$ cat config.mk
export PLATFORM = sky130hd
export DESIGN_NAME = ram_loader_flat
export DESIGN_NICKNAME = d
export VERILOG_FILES = /design/src/rtl/ram_loader_pkg.sv /design/src/rtl/ram_loader_if.sv /design/src/rtl/ram_loader_byte_pair_assembler.sv /design/src/rtl/ram_loader.sv /design/src/flat_wrapper.sv
export SDC_FILE = /design/constraint.sdc
export NUM_CORES = 1
export LEC_CHECK = 0
export ABC_AREA = 0
export CAP_MARGIN = 30
export CORE_MARGIN = 1.5
export CORE_UTILIZATION = 57
export CTS_BUF_LIST = sky130_fd_sc_hd__clkbuf_2
export CTS_CLUSTER_SIZE = 12
export DETAILED_ROUTE_END_ITERATION = 8
export PLACE_DENSITY = 0.95
export SLEW_MARGIN = 30
export SYNTH_ARGS = -nofsm -noshare
export SYNTH_HDL_FRONTEND = slang
export SYNTH_SLANG_ARGS = --single-unit
$ cat constraint.sdc
create_clock -name clk -period 5.1 [get_ports clk]
set_input_delay 1.53 -clock clk [delete_from_list [all_inputs] [get_ports clk]]
set_output_delay 1.53 -clock clk [all_outputs]
set_load 0.03 [all_outputs]
$ cat src/rtl/ram_loader_pkg.sv
// Shared constants and state encoding for the RAM bootstrap loader and its RAM neighbours.
package ram_loader_pkg;

   localparam int RAM_ADDR_W = 14;
   localparam int WORD_W     = 16;
   localparam int BYTE_W     = 8;

   typedef enum logic [2:0] {
      ST_IDLE  = 3'd0,
      ST_HI    = 3'd1,
      ST_LO    = 3'd2,
      ST_WRITE = 3'd3,
      ST_DONE  = 3'd4
   } state_t;

   // Words arrive big-endian: first byte is the upper half.
   function automatic logic [WORD_W-1:0] pack_be(input logic [BYTE_W-1:0] hi,
                                                 input logic [BYTE_W-1:0] lo);
      return {hi, lo};
   endfunction

endpackage

$ cat src/rtl/ram_loader_if.sv
// Byte stream into the loader and the RAM write port out of it.
interface ram_loader_if #(parameter int ADDR_W = ram_loader_pkg::RAM_ADDR_W);
   import ram_loader_pkg::*;

   // A byte transfers on a rising edge where byte_valid && byte_ready are both high;
   // byte_ready never looks at byte_valid, and byte_valid may drop without a transfer.
   logic              byte_valid;
   logic [BYTE_W-1:0] byte_data;
   logic              byte_ready;

   logic [WORD_W-1:0] ram_in;
   logic              ram_load;
   logic [ADDR_W-1:0] ram_address;

   modport master (input  byte_valid, byte_data,
                   output byte_ready, ram_in, ram_load, ram_address);

   modport slave  (output byte_valid, byte_data,
                   input  byte_ready, ram_in, ram_load, ram_address);

endinterface

$ cat src/rtl/ram_loader_byte_pair_assembler.sv
// Holds the high byte of a word and presents {hi, current byte} for the low-byte cycle.
module byte_pair_assembler
   import ram_loader_pkg::*;
(
   input  logic              clk,
   input  logic              rst_n,
   input  logic              clear,
   input  logic              load_hi,
   input  logic [BYTE_W-1:0] byte_data,
   output logic [WORD_W-1:0] word
);

   logic [BYTE_W-1:0] hi;

   always_ff @(posedge clk or negedge rst_n) begin
      if (!rst_n) begin
         hi <= '0;
      end else if (clear) begin
         hi <= '0;
      end else if (load_hi) begin
         hi <= byte_data;
      end
   end

   assign word = pack_be(hi, byte_data);

endmodule

$ cat src/rtl/ram_loader.sv
// Bootstrap loader: turns a byte stream into consecutive 16-bit RAM writes while holding the CPU off the RAM.
module ram_loader
   import ram_loader_pkg::*;
#(
   parameter int ADDR_W = RAM_ADDR_W,
   parameter int CNT_W  = 15
)
(
   input  logic              clk,
   input  logic              rst_n,
   input  logic              start,
   input  logic [ADDR_W-1:0] base_addr,
   input  logic [CNT_W-1:0]  word_count,
   input  logic              abort,
   ram_loader_if.master      bus,
   output logic              cpu_hold,
   output logic              done,
   output logic              busy,
   output logic [2:0]        fsm_state
);

   // One full pass of the address space is the most a single load may write.
   localparam logic [CNT_W-1:0] MAX_WORDS = CNT_W'(2 ** ADDR_W);

   state_t             state;
   logic [ADDR_W-1:0]  addr;
   logic [CNT_W-1:0]   remaining;
   logic [CNT_W-1:0]   start_count;
   logic [WORD_W-1:0]  word;
   logic               hs;
   logic               load_hi;

   assign hs          = bus.byte_valid & bus.byte_ready;
   assign load_hi     = hs & (state == ST_HI) & ~abort;
   assign start_count = (word_count > MAX_WORDS) ? MAX_WORDS : word_count;
   assign fsm_state   = state;

   byte_pair_assembler u_asm (
      .clk       (clk),
      .rst_n     (rst_n),
      .clear     (abort),
      .load_hi   (load_hi),
      .byte_data (bus.byte_data),
      .word      (word)
   );

   always_ff @(posedge clk or negedge rst_n) begin
      if (!rst_n) begin
         state           <= ST_IDLE;
         addr            <= '0;
         remaining       <= '0;
         bus.ram_in      <= '0;
         bus.ram_load    <= 1'b0;
         bus.ram_address <= '0;
         bus.byte_ready  <= 1'b0;
         cpu_hold        <= 1'b0;
         done            <= 1'b0;
         busy            <= 1'b0;
      end else begin
         bus.ram_load <= 1'b0;
         done         <= 1'b0;
         if (abort) begin
            // A write already on the RAM port this cycle still lands; everything else is dropped.
            state          <= ST_IDLE;
            bus.byte_ready <= 1'b0;
            cpu_hold       <= 1'b0;
            busy           <= 1'b0;
         end else begin
            case (state)
               ST_IDLE, ST_DONE: begin
                  if (start) begin
                     if (word_count == '0) begin
                        state <= ST_DONE;
                        done  <= 1'b1;
                     end else begin
                        state          <= ST_HI;
                        addr           <= base_addr;
                        remaining      <= start_count;
                        bus.byte_ready <= 1'b1;
                        cpu_hold       <= 1'b1;
                        busy           <= 1'b1;
                     end
                  end
               end
               ST_HI: begin
                  if (hs) begin
                     state <= ST_LO;
                  end
               end
               ST_LO: begin
                  if (hs) begin
                     state           <= ST_WRITE;
                     bus.ram_in      <= word;
                     bus.ram_address <= addr;
                     bus.ram_load    <= 1'b1;
                     bus.byte_ready  <= 1'b0;
                  end
               end
               ST_WRITE: begin
                  addr      <= addr + ADDR_W'(1);
                  remaining <= remaining - CNT_W'(1);
                  if (remaining == CNT_W'(1)) begin
                     state    <= ST_DONE;
                     done     <= 1'b1;
                     cpu_hold <= 1'b0;
                     busy     <= 1'b0;
                  end else begin
                     state          <= ST_HI;
                     bus.byte_ready <= 1'b1;
                  end
               end
               default: begin
                  state          <= ST_IDLE;
                  bus.byte_ready <= 1'b0;
                  cpu_hold       <= 1'b0;
                  busy           <= 1'b0;
               end
            endcase
         end
      end
   end

endmodule
$ cat src/flat_wrapper.sv
// flat-port wrapper written by rule: the top's interface ports become plain ports
module ram_loader_flat import ram_loader_pkg::*;
#(
   parameter int ADDR_W = RAM_ADDR_W,
   parameter int CNT_W  = 15
)
  (clk, rst_n, start, base_addr, word_count, abort, cpu_hold, done, busy, fsm_state, bus_byte_valid, bus_byte_data, bus_byte_ready, bus_ram_in, bus_ram_load, bus_ram_address);
  ram_loader_if #(.ADDR_W(ADDR_W)) bus_i ();
  input  logic clk;
  input  logic rst_n;
  input  logic start;
  input  logic [ADDR_W-1:0] base_addr;
  input  logic [CNT_W-1:0] word_count;
  input  logic abort;
  output logic cpu_hold;
  output logic done;
  output logic busy;
  output logic [2:0] fsm_state;
  input wire logic [$bits(bus_i.byte_valid)-1:0] bus_byte_valid;
  input wire logic [$bits(bus_i.byte_data)-1:0] bus_byte_data;
  output wire logic [$bits(bus_i.byte_ready)-1:0] bus_byte_ready;
  output wire logic [$bits(bus_i.ram_in)-1:0] bus_ram_in;
  output wire logic [$bits(bus_i.ram_load)-1:0] bus_ram_load;
  output wire logic [$bits(bus_i.ram_address)-1:0] bus_ram_address;
  assign bus_i.byte_valid = bus_byte_valid;
  assign bus_i.byte_data = bus_byte_data;
  assign bus_byte_ready = bus_i.byte_ready;
  assign bus_ram_in = bus_i.ram_in;
  assign bus_ram_load = bus_i.ram_load;
  assign bus_ram_address = bus_i.ram_address;
  ram_loader #(.ADDR_W(ADDR_W), .CNT_W(CNT_W)) u_core (.clk(clk), .rst_n(rst_n), .start(start), .base_addr(base_addr), .word_count(word_count), .abort(abort), .bus(bus_i), .cpu_hold(cpu_hold), .done(done), .busy(busy), .fsm_state(fsm_state));
endmodule
==> impl_metrics.csv <==
group,metric,value,unit
status,status,"complete, no violations",
synth,synth_nets,417,
sta,finalSetupViolCount,0,
routing,drtAntennaViolNets,0,
clock_tree,cts_buffers,9,
global_routing,grt_pass1_vias,3185,
clock_tree,clock_sinks,74,
setup_path,crit_fanout,12,
setup_path,critPathLaunchType,"input pin",
routing,first_iter_violations,227,
power,power,1.36,mW
synth,yosysTopAreaCellShare,49.5,%
final_layout,nFillCells,433,
setup_path,criticalPathCategory,"in2reg",
synth,ys_types,64,
global_routing,grt_max_degree,75,
sta,slew_headroom,39.6,%
run,cap_violations,0,
global_routing,overflow,0,
synth,syn_area,3740,µm²
final_layout,regArea,1850,µm²
sta,fin_worst_skew,0.0224,ns
final_layout,diodes,0,
routing,dr.pass1.iters,5,
placed_design,routabilityCongestion,0.974,
synth,synth_xor_area_share,0,%
power,clkPwrFrac,20.5,%
global_routing,grt_pass1_wl,15100,µm
sta,rsz0062_at_grt,"false",
floorplan,initial_core_util,58.9,%
hold_path,worst_hold_path.num_cells,2,
sta,fin_crit,3.47,ns
clock_tree,htree_levels,3,
synth,synth_seq_cells,74,
power,seq_power_share,54.3,%
power,leakage,2.01,nW
synth,ys_warn_count,0,
synth,yosysTopAreaCell,"dfrtp_1",
synth,synthAdderAreaFrac,1.00,%
clock_tree,cts_tree,"yes",
final_layout,nets,486,
routing,viasPerCell,6.32,
setup_path,rr_worst_depth,5,
sta,timing.final.crit_share,68.0,%
synth,async_flop_share,100,%
placed_design,io_buffers,79,
setup_path,crit_path_end_kind,"register",
sta,slew_violations,0,
clock_tree,hold_buffers,0,
synth,synth_compound_area_share,16.4,%
setup_path,critPathArrivalTime,3.87,ns
sta,fmax,288,MHz
clock_tree,path_clk_slew,0.21,ns
hold_path,hold_path_class,"reg2reg",
floorplan,dieArea,7060,µm²
clock_tree,postCtsSetupBuffers,0,
synth,synth-edff-count,0,
synth,synthCells,372,
global_routing,grt_use_total,26.9,%
clock_tree,clk_latency,0.51,ns
power,swShare,35.1,%
power,power.internal,0.880,mW
synth,yosys-top-cells-count,"dfrtp_1 (74), nand2_1 (70), nor2_1 (26)",
floorplan,die_w,84.0,µm
power,ir_drop,0.000198,V
final_layout,drive_gt1_share,11.4,%
floorplan,num_rows,29,
synth,synth_top_family_by_area,"simple AND/OR/NAND/NOR gates",
clock_tree,root_buffer,"clkbuf_2",
sta,worst_pin_slew,0.906,ns
floorplan,num_io_pins,80,
synth,synth.most_common_cell,"dfrtp_1",
synth,synthMuxAreaShare,4.18,%
final_layout,syn_to_final_growth,22.4,%
synth,avgSynthCellArea,10.1,µm²
synth,synth-simple-area-share,24.1,%
floorplan,chipHeight,84.0,µm
sta,finalSetupTns,0,ns
synth,synth-main-ff-cell,"dfrtp_1",
power,powerDensity,296,nW/µm²
clock_tree,cts.path.max_buffers,2,
global_routing,antenna_found_initial,0,
setup_path,cp.required,5.50,ns
routing,num_vias,3303,
power,p_sw,0.477,mW
routing,drc_errors,0,
synth,ys_top_cells_by_area,"dfrtp_1 (49%), nand2_1 (7.0%), mux2_2 (3.9%)",
sta,hold_viol,0,
synth,seq_area_frac_synth,49.5,%
clock_tree,post_cts_resized,0,
power,power_frac_comb,25.2,%
floorplan,core,6350,µm²
placed_design,dp.final_hpwl,6400,µm
routing,routed_wirelength,9090,µm
routing,wl_per_cell,17.4,µm
final_layout,multi_input_area,1710,µm²
kinds of logic (layout without fill, tap and decap cells):
logic type / count (synthesis) / in the layout
mux: 14 / 14
flops: 74 / 74
buf+inv: 30 / 104
compound gates: 83 / 83
fa+ha+maj: 3 / 3
simple gates: 168 / 168
metal layers:
metal	part of all wire, %	GRT usage, %	up-vias	wire length (µm)
li1	-	-	1501	-
met1	40	34.7	1602	3600
met2	50	44.4	167	4540
met3	6.9	3.86	33	630
met4	3.5	13.3	0	321
met5	0	0	-	0
final timing paths:
check	slack, ns	end	startpoint
worst min register to register	0.48	u_core.bus.ram_in[11]	u_core.u_asm.hi[3]
worst max-delay path	1.63	u_core.addr[2]	abort
worst min-delay path	0.48	u_core.bus.ram_in[11]	u_core.u_asm.hi[3]
worst max register to register	2.73	u_core.remaining[12]	u_core.fsm_state[0]
min in group asynchronous	0.98	u_core.remaining[4]	rst_n
max in group asynchronous	3.63	u_core.addr[8]	rst_n
worst max-delay path, stage by stage:
cell,delay [ns]
clkdlybuf4s50_1,0.77
and4bb_2,0.40
a21oi_1,0.73
nor2_1,0.11
o2bb2a_1,0.32
power groups by stage:
stage	combinational (mW)	clock, mW	sequential, mW
after CTS	0.339	0.280	0.733
final	0.342	0.279	0.736
after global routing	0.366	0.307	0.746
after floorplan	0.183	0	0.759
after detailed placement	0.336	0	0.745
after global placement	0.324	0	0.737
flip-flops by register name, indices dropped and copies added (netlist names):
register,count
u_core.bus.ram_address,14
u_core.bus.ram_in,16
u_core.fsm_state,3
u_core.bus.byte_ready,1
u_core.busy,1
u_core.remaining,15
u_core.done,1
u_core.u_asm.hi,8
u_core.bus.ram_load,1
u_core.addr,14
through the flow:
step | cells | utilization (%) | worst slack, ns | hold slack (ns) | area (µm²)
floorplan | 372 | - | 2.20 | 0.439 | 3740
CTS | 523 | 72.1 | 1.69 | 0.483 | 4580
global route | 523 | 72.1 | 1.54 | 0.528 | 4580
global placement | 507 | 70.6 | 1.28 | 0.446 | 4480
finish | 523 | 72.1 | 1.63 | 0.479 | 4580
detailed placement | 507 | 70.6 | 1.18 | 0.459 | 4480
layout make-up:
| cell class | instances | share of cell area, % |
|---|---|---|
| Tap cell | 77 | 2.10 |
| Multi-Input combinational cell | 268 | 37.3 |
| Timing Repair Buffer | 80 | 17.5 |
| Clock buffer | 10 | 1.09 |
| Inverter | 8 | 0.656 |
| Sequential cell | 74 | 40.4 |
| Clock inverter | 6 | 0.929 |
placed cells by master, fill, tap and decap left out, types with 3 or more instances in the layout:
| master | Yosys | routed |
|---|---|---|
| o21ai_0 | 11 | 11 |
| o211ai_1 | 5 | 5 |
| nand4_1 | 5 | 5 |
| nor4_2 | 3 | 3 |
| clkdlybuf4s50_1 | 0 | 78 |
| a22o_1 | 9 | 9 |
| mux2_2 | 13 | 13 |
| a22oi_1 | 3 | 3 |
| a211o_1 | 3 | 3 |
| nand2b_1 | 4 | 4 |
| and2_1 | 4 | 4 |
| nand3_1 | 13 | 13 |
| nand2_1 | 70 | 70 |
| ha_1 | 3 | 3 |
| nor3_1 | 7 | 7 |
| a31oi_1 | 8 | 8 |
| a211oi_1 | 4 | 4 |
| dfrtp_1 | 74 | 74 |
| and4_1 | 3 | 3 |
| nor2_1 | 26 | 26 |
| and3_1 | 9 | 9 |
| inv_1 | 6 | 6 |
| a21oi_1 | 12 | 12 |
| clkbuf_2 | 0 | 10 |
Power figures use the tool's default switching activity.
